**config.mk**
```make
export PLATFORM = sky130hd
export DESIGN_NAME = rob_ctrl
export DESIGN_NICKNAME = d
export VERILOG_FILES = /design/src/rtl/rob_ctrl_pkg.sv /design/src/rtl/rob_ptr.sv /design/src/rtl/rob_ctrl.sv
export SDC_FILE = /design/constraint.sdc
export NUM_CORES = 2
export LEC_CHECK = 0
export CORE_ASPECT_RATIO = 0.9
export CORE_UTILIZATION = 40
export DETAILED_ROUTE_END_ITERATION = 7
export PLACE_DENSITY = 0.59
export SKIP_LAST_GASP = 1
export SYNTH_ARGS = -nofsm -noshare
export SYNTH_HDL_FRONTEND = slang
export SYNTH_SLANG_ARGS = --single-unit
```
**constraint.sdc**
```tcl
create_clock -name clock -period 5.7 [get_ports clock]
set_clock_uncertainty 0.1 [all_clocks]
set_input_delay 1.14 -clock clock [delete_from_list [all_inputs] [get_ports clock]]
set_output_delay 1.14 -clock clock [all_outputs]
set_load 0.005 [all_outputs]
```
**src/rtl/rob_ctrl_pkg.sv**
```systemverilog
// Shared reorder-buffer types and widths.
package rob_ctrl_pkg;

  localparam int ROB_SLOT_W = 7;
  localparam int REG_W      = 5;
  localparam int DATA_W     = 32;
  localparam int COUNT_W    = 8;

  // Architectural entry layout shared with the rest of the core.
  typedef struct packed {
    logic              pc_valid;       // live flag, cleared by flush
    logic [REG_W-1:0]  dest_reg;
    logic              dest_reg_valid;
    logic              stream;
    logic [DATA_W-1:0] result_hi;
    logic [DATA_W-1:0] result_lo;
  } rob_entry_t;

  // Controller-side entry: architectural fields plus bookkeeping.
  typedef struct packed {
    rob_entry_t ent;
    logic       busy;                  // slot allocated
    logic       done;                  // result written back
  } rob_ctrl_entry_t;

endpackage

```
**src/rtl/rob_ptr.sv**
```systemverilog
// Head/tail pointers with wrap bit and the occupancy flags derived from them.
module rob_ptr
  import rob_ctrl_pkg::*;
#(
  parameter int DEPTH = 32,
  parameter int PTR_W = $clog2(DEPTH) + 1
) (
  input  logic               clock,
  input  logic               reset_n,
  input  logic               inc_head,
  input  logic               inc_tail,
  output logic [PTR_W-1:0]   head,
  output logic [PTR_W-1:0]   tail,
  output logic               full,
  output logic               empty,
  output logic [COUNT_W-1:0] count
);

  localparam int IDX_W = PTR_W - 1;

  logic [PTR_W-1:0] occ;

  // Pointers advance by one; the MSB toggles naturally on wrap.
  always_ff @(posedge clock or negedge reset_n) begin
    if (!reset_n) begin
      head <= '0;
      tail <= '0;
    end else begin
      if (inc_head) head <= head + PTR_W'(1);
      if (inc_tail) tail <= tail + PTR_W'(1);
    end
  end

  // Occupancy: equal pointers mean empty, equal index with opposite wrap means full.
  always_comb begin
    occ   = tail - head;
    empty = (head == tail);
    full  = (head[IDX_W-1:0] == tail[IDX_W-1:0]) && (head[IDX_W] != tail[IDX_W]);
    count = COUNT_W'(occ);
  end

endmodule

```
**src/rtl/rob_ctrl.sv**
```systemverilog
// Reorder-buffer controller: in-order allocate, by-slot writeback,
// stream-based squash and in-order retire to the register file.
module rob_ctrl
  import rob_ctrl_pkg::*;
#(
  parameter int DEPTH = 32
) (
  input  logic                  clock,
  input  logic                  reset_n,
  input  logic                  alloc_req,
  input  logic [REG_W-1:0]      alloc_dest_reg,
  input  logic                  alloc_dest_reg_valid,
  input  logic                  alloc_stream,
  output logic                  alloc_gnt,
  output logic [ROB_SLOT_W-1:0] alloc_slot,
  input  logic                  wr_valid,
  input  logic [ROB_SLOT_W-1:0] wr_slot,
  input  logic [DATA_W-1:0]     wr_result_hi,
  input  logic [DATA_W-1:0]     wr_result_lo,
  input  logic                  flush,
  input  logic                  flush_stream,
  output logic                  commit_valid,
  input  logic                  commit_ready,
  output logic [REG_W-1:0]      commit_dest_reg,
  output logic                  commit_dest_reg_valid,
  output logic [DATA_W-1:0]     commit_result_hi,
  output logic [DATA_W-1:0]     commit_result_lo,
  output logic [COUNT_W-1:0]    count,
  output logic                  full,
  output logic                  empty
);

  localparam int IDX_W = $clog2(DEPTH);
  localparam int PTR_W = IDX_W + 1;

  rob_ctrl_entry_t  mem [DEPTH];
  logic [PTR_W-1:0] head, tail;
  logic [IDX_W-1:0] head_idx, tail_idx, wr_idx;
  logic             wr_hit, retire, auto_retire;
  rob_ctrl_entry_t  head_e;

  rob_ptr #(.DEPTH(DEPTH), .PTR_W(PTR_W)) u_ptr (
    .clock    (clock),
    .reset_n  (reset_n),
    .inc_head (retire),
    .inc_tail (alloc_gnt),
    .head     (head),
    .tail     (tail),
    .full     (full),
    .empty    (empty),
    .count    (count)
  );

  // Allocation grant, writeback qualification and head retire decision.
  always_comb begin
    head_idx  = head[IDX_W-1:0];
    tail_idx  = tail[IDX_W-1:0];
    wr_idx    = wr_slot[IDX_W-1:0];
    alloc_gnt = alloc_req && !full;
    alloc_slot = ROB_SLOT_W'(tail_idx);
    // Out-of-range slots are dropped before indexing so they cannot alias.
    wr_hit    = wr_valid && ({1'b0, wr_slot} < COUNT_W'(DEPTH)) && mem[wr_idx].busy;
    head_e    = mem[head_idx];
    commit_valid          = head_e.busy && head_e.ent.pc_valid && head_e.done;
    auto_retire           = head_e.busy && !head_e.ent.pc_valid;
    retire                = (commit_valid && commit_ready) || auto_retire;
    commit_dest_reg       = head_e.ent.dest_reg;
    commit_dest_reg_valid = head_e.ent.dest_reg_valid;
    commit_result_hi      = head_e.ent.result_hi;
    commit_result_lo      = head_e.ent.result_lo;
  end

  // Per-entry update. Alloc and retire never target the same slot (full
  // blocks alloc, empty has nothing to retire), and a write in the alloc
  // cycle misses because busy is still the pre-edge value.
  always_ff @(posedge clock or negedge reset_n) begin
    if (!reset_n) begin
      for (int i = 0; i < DEPTH; i++) mem[i] <= '0;
    end else begin
      for (int i = 0; i < DEPTH; i++) begin
        if (alloc_gnt && (IDX_W'(i) == tail_idx)) begin
          mem[i].busy               <= 1'b1;
          mem[i].done               <= 1'b0;
          mem[i].ent.pc_valid       <= !(flush && (alloc_stream != flush_stream));
          mem[i].ent.dest_reg       <= alloc_dest_reg;
          mem[i].ent.dest_reg_valid <= alloc_dest_reg_valid;
          mem[i].ent.stream         <= alloc_stream;
        end else begin
          if (wr_hit && (IDX_W'(i) == wr_idx)) begin
            mem[i].done          <= 1'b1;
            mem[i].ent.result_hi <= wr_result_hi;
            mem[i].ent.result_lo <= wr_result_lo;
          end
          if (flush && mem[i].busy && (mem[i].ent.stream != flush_stream))
            mem[i].ent.pc_valid <= 1'b0;
          if (retire && (IDX_W'(i) == head_idx))
            mem[i].busy <= 1'b0;
        end
      end
    end
  end

endmodule

```
Word level (Yosys, flattened, before mapping)
Index checks and enable logic that the tools add are counted.
Word-level totals
  input bits: 85
  memories kept: 0
  bits in latches: 0
  bits in read-only memories: 0
  word-level logic and storage cells: 897
  memory bits (writable): 0
  output and inout port bits: 89
  register bits after elaboration: 2380
Cells by class
  divide/modulo/power cells: 0
  bitwise operators: 34
  add/subtract/negate cells: 3
  multipliers: 0
  shifts and indexed selects: 0
  magnitude comparators: 3
  eq/ne operators: 129
  reduce and logical (&&, ||, !) cells: 304
  muxes and demuxes: 166
Operator list (count)
  binary-select mux 74 bit (select 5 bit): 2
  equality test 5 bit, first input constant: 48
  nonzero test 2 bit: 96
  logical AND 1 bit: 169
  two-way mux 74 bit: 2
  two-way mux 1 bit: 128
  equality test 4 x 5 -> 1 bit, first input constant: 24
  two-way mux 2 bit: 34
  AND reduction 2 bit: 32
  equality test 3 x 5 -> 1 bit, first input constant: 12
  inequality test 1 bit: 34
  inverter 1 bit: 32
  equality test 2 x 5 -> 1 bit, first input constant: 6
  equality test 1 x 5 -> 1 bit, first input constant: 3
  logical NOT 5 bit: 3
  adder 6 x 1 -> 6 bit, second input constant: 2
  greater-or-equal comparator 6 bit, second input constant: 2
  inverter 5 -> 6 bit: 2
  < comparator 7 x 6 -> 1 bit, second input constant: 1
  equality test 6 bit: 1
  subtractor 6 bit: 1
  equality test 5 bit: 1
  logical NOT 1 bit: 3
  logical OR 1 bit: 1

Longest topological paths before layout
  word-level depth: 11
  gate-level depth with buffers: 17

Cells and area by module
A second synthesis with hierarchy kept.
Second synthesis, totals
  cells, all modules: 7073
  area total of the unflattened synthesis: 111506.9 um2
By module, submodules not included
  rob_ctrl: cells each 6998, area an instance 110757.5 um2, instances 1
  rob_ptr: cells each 75, area an instance 749.5 um2, instances 1

Least setup slack after synthesis
Ideal clock, no wire load.
  kind: reg2out
  start: reg u_ptr.head[1]
  end: out alloc_gnt
  arrival: 2836 ps
  path buffers: 7
  setup slack: 1624 ps
  stages on the path, launching flop included: 13
  cell sequence: dfrtp_1 -> buf_4 -> buf_2 -> buf_2 -> buf_2 -> buf_1 -> inv_1 -> ha_1 -> and4_1 -> nand3_2 -> and2_1 -> clkbuf_1 -> clkbuf_1
Between the ends
  cells in the longest elaborated chain, start to end: 4
RTL lines
  from (decl): line rob_ptr.sv:12  | output logic [PTR_W-1:0] head,
  from (signal assigned): line rob_ptr.sv:29  | if (inc_head) head <= head + PTR_W'(1);
  equality test 5 bit: line rob_ptr.sv:38  | full = (head[IDX_W-1:0] == tail[IDX_W-1:0]) && (head[IDX_W] != tail[IDX_W]);
  logical AND 1 bit: line rob_ptr.sv:38
  logical NOT 1 bit: line rob_ctrl.sv:59  | alloc_gnt = alloc_req && !full;
  logical AND 1 bit: line rob_ctrl.sv:59
  to (decl): line rob_ctrl.sv:14  | output logic alloc_gnt,
Every way passes these cells.

Worst setup path after layout
  start: reg u_ptr.head[0]
  end: out commit_result_hi[22]
Between the ends
  cells in the longest elaborated chain, start to end: 4
RTL lines
  inverter 5 -> 6 bit (implied by the code): line rob_ctrl.sv:63  | head_e = mem[head_idx];
  binary-select mux 74 bit (select 5 bit): line rob_ctrl.sv:63
  two-way mux 74 bit (implied by the code) (2 in series): line rob_ctrl.sv:63
  to (decl): line rob_ctrl.sv:26  | output logic [DATA_W-1:0] commit_result_hi,
Every way passes these cells. The select of a mux whose other input is x is not followed.

==> flow_metrics.tcl <==
set metrics [dict create \
    final_area_um2 122800 \
    drt_iter0_drc 5116 \
    final.setup.worst_slack_ns 0.1782 \
    cp-end-kind "output port" \
    synthTopCellsByArea "dfrtp_1, mux2_2, mux4_2, nand2_1, clkbuf_1" \
    worst_pin_slew_ns 1.171 \
    ant_nets 0 \
    cts_buffers 245 \
    status "completed" \
    rrSetupSlack_ns 0.82 \
    cts.clk_slew.worst_paths_ns 0.06 \
    final_net_count 7050 \
    place_congestion 0.8558 \
    antenna_found_initial 32 \
    slew_headroom_pct 21.62 \
    synth_top_area_cell "dfrtp_1" \
    grt_pass1_vias 65997 \
    critPathRequiredTime_ns 4.46 \
    path_class "reg2out" \
    htree_levels 4 \
    coreArea_um2 270200 \
    powerDensity_nw_per_um2 392.0 \
    cts_hold_buf 0 \
    max_freq_ghz 0.1811 \
    slew_viol_final 0 \
    final_cell_mix "dfrtp_1, mux2_2, mux4_2" \
    drc 0 \
    layout_commonest_cell "dfrtp_1" \
    clk_latency_ns 0.91 \
    async_flop_share_pct 100.0 \
    worst-path-max-fanout 54 \
    die-area_um2 273500 \
    final_layout_size_suffix_gt1_share_pct 49.74 \
    critical_path.slowest_cell "dfrtp_4" \
    wl_per_cell_um 28.66 \
    syn_to_final_growth_pct 13.10 \
    cpPeakStageDelay_ns 0.92 \
    groute.usage.overall_pct 22.76 \
    vias 61908 \
    io_buffers 169 \
    cts_root_buffer "clkbuf_16" \
    maxCapViolations 0 \
    ys_ff_latch 2380 \
    avgSynthCellArea_um2 15.53 \
    ir_drop_v 0.0002913 \
    timing.final.crit_share_pct 96.87 \
    place_hpwl_mm 169.3 \
    min_path_type "in2async" \
    final-setup-viol-count 0 \
    synth_edf_count 0 \
    cp_num_buf_inv 2 \
    tns_ns 0 \
    holdWs_ns 0.1431 \
    fp-row-count 181 \
    ys.flop_type "dfrtp_1" \
    p_leak_uw 0.05789 \
    die_y_um 496.3 \
    power_uw 48140 \
    grt_max_degree 188 \
    fin_crit_ns 5.522 \
    grt_pass1_wl_mm 461.3 \
    clk_path_buf_depth 4 \
    clkSinkCount 2380 \
    start_kind "flip-flop" \
    routed_wl_mm 306.8 \
    via_per_inst 5.783 \
    place_area_um2 114700 \
    cts_tree "yes" \
    boundaryPins 174 \
    path_cells "buf_12 -> mux4_2 -> mux4_2 -> nand2_1 -> nand2_1 -> clkdlybuf4s50_1" \
    fillers 23410 \
    yosysTopAreaCellShare_pct 54.85 \
    grt.overflow.total 0 \
    synthCells 6990 \
    syn-cell-area_um2 108600 \
    start_util_pct 40.19 \
    synth.distinct_cells 65 \
    ys_warn_count 0 \
    firstDrtPassIters 5 \
    pre_cts_ws_ns 0.7836 \
    hold_viol 0 \
    ys_seq_area_share_pct 54.85 \
    critical_path.top_delay_family "multiplexers" \
    worstPathArrival_ns 4.28 \
    rsz0062_at_grt "false" \
    die_width_um 551.2 \
]
[path summary, 6_finish.rpt]
kind	from	end	cells after the start
max	u_ptr.head[0]	commit_result_hi[22]	6
min	reset_n	mem[1547]	1
max reg2reg	u_ptr.head[2]	mem[232]	9
min reg2reg	mem[2214]	mem[2214]	2
max in group asynchronous	reset_n	mem[568]	2
min in group clock	mem[2214]	mem[2214]	2
[Yosys cell counts, types with 4 or more instances]
library cell,n
buf_6,15
a21o_1,34
ha_1,17
a211oi_1,5
mux2i_1,11
a31oi_1,20
nor2_2,10
mux2_2,2161
buf_4,29
nor2b_1,8
buf_2,260
clkbuf_1,359
a2bb2oi_1,4
nor3_1,31
inv_1,13
nand4_1,4
and2_1,10
a41oi_1,4
a21oi_1,9
nand3_1,69
nand3b_1,4
nand2_1,604
mux4_2,728
o21ai_0,33
nand2b_1,4
and3_1,16
xnor2_1,16
dfrtp_1,2380
xor2_1,30
nor2_1,50
buf_1,8
[stage by stage]
step,std cells,util [%]
after floorplan,6993,-
after global placement,10267,42.47
after detailed placement,10267,42.47
after CTS,10697,45.44
after global routing,10702,45.45
final,10705,45.45
[area by class of cell]
type / count / area, µm² / area share [%]
well taps: 3568 / 4464 / 3.635
flip-flops and latches: 2380 / 59570 / 48.51
inverters: 16 / 72.57 / 0.05910
multi-input cells: 3926 / 46100 / 37.54
clock inverters: 71 / 822.0 / 0.6694
diodes: 8 / 20.02 / 0.01630
repair buffers: 378 / 4553 / 3.708
clock buffers: 358 / 7197 / 5.861
[layer usage]
metal	wire (µm)	part of all wire [%]	global-route usage, %	up-vias
li1	-	-	-	25554
met1	139900	46	32.82	34261
met2	142900	47	35.92	1551
met3	16280	5.3	3.742	510
met4	7473	2.4	5.730	32
met5	220	0.072	0	-
[cells by family (layout without fill, tap and decap cells)]
logic type	after synthesis	after routing	synth area share, %
compound gates	133	133	0.8977
xor+xnor	46	46	0.3711
fa+ha+maj	18	18	0.2143
buf+inv	687	823	2.879
flops	2380	2380	54.85
mux	2901	2901	37.62
other cells	1	12	0.003454
simple gates	824	824	3.159
[report_power, final]
part,internal (µW),switching (µW)
combinational,5630,6460
clock,9360,6800
sequential,18600,1250
total,33600,14500
[state kept, by name, indices dropped and copies added, names as in the netlist]
| name | cells |
|---|---|
| u_ptr.head | 6 |
| u_ptr.tail | 6 |
| mem | 2368 |
[timing repair]
action / 4_1_cts / 5_1_grt
endpoints found under the hold margin: 0 / 0
setup buffers: 1 / 0
resized for setup: 0 / 1
setup endpoints to repair: 44 / 1
(Power assumes the default switching activity.)
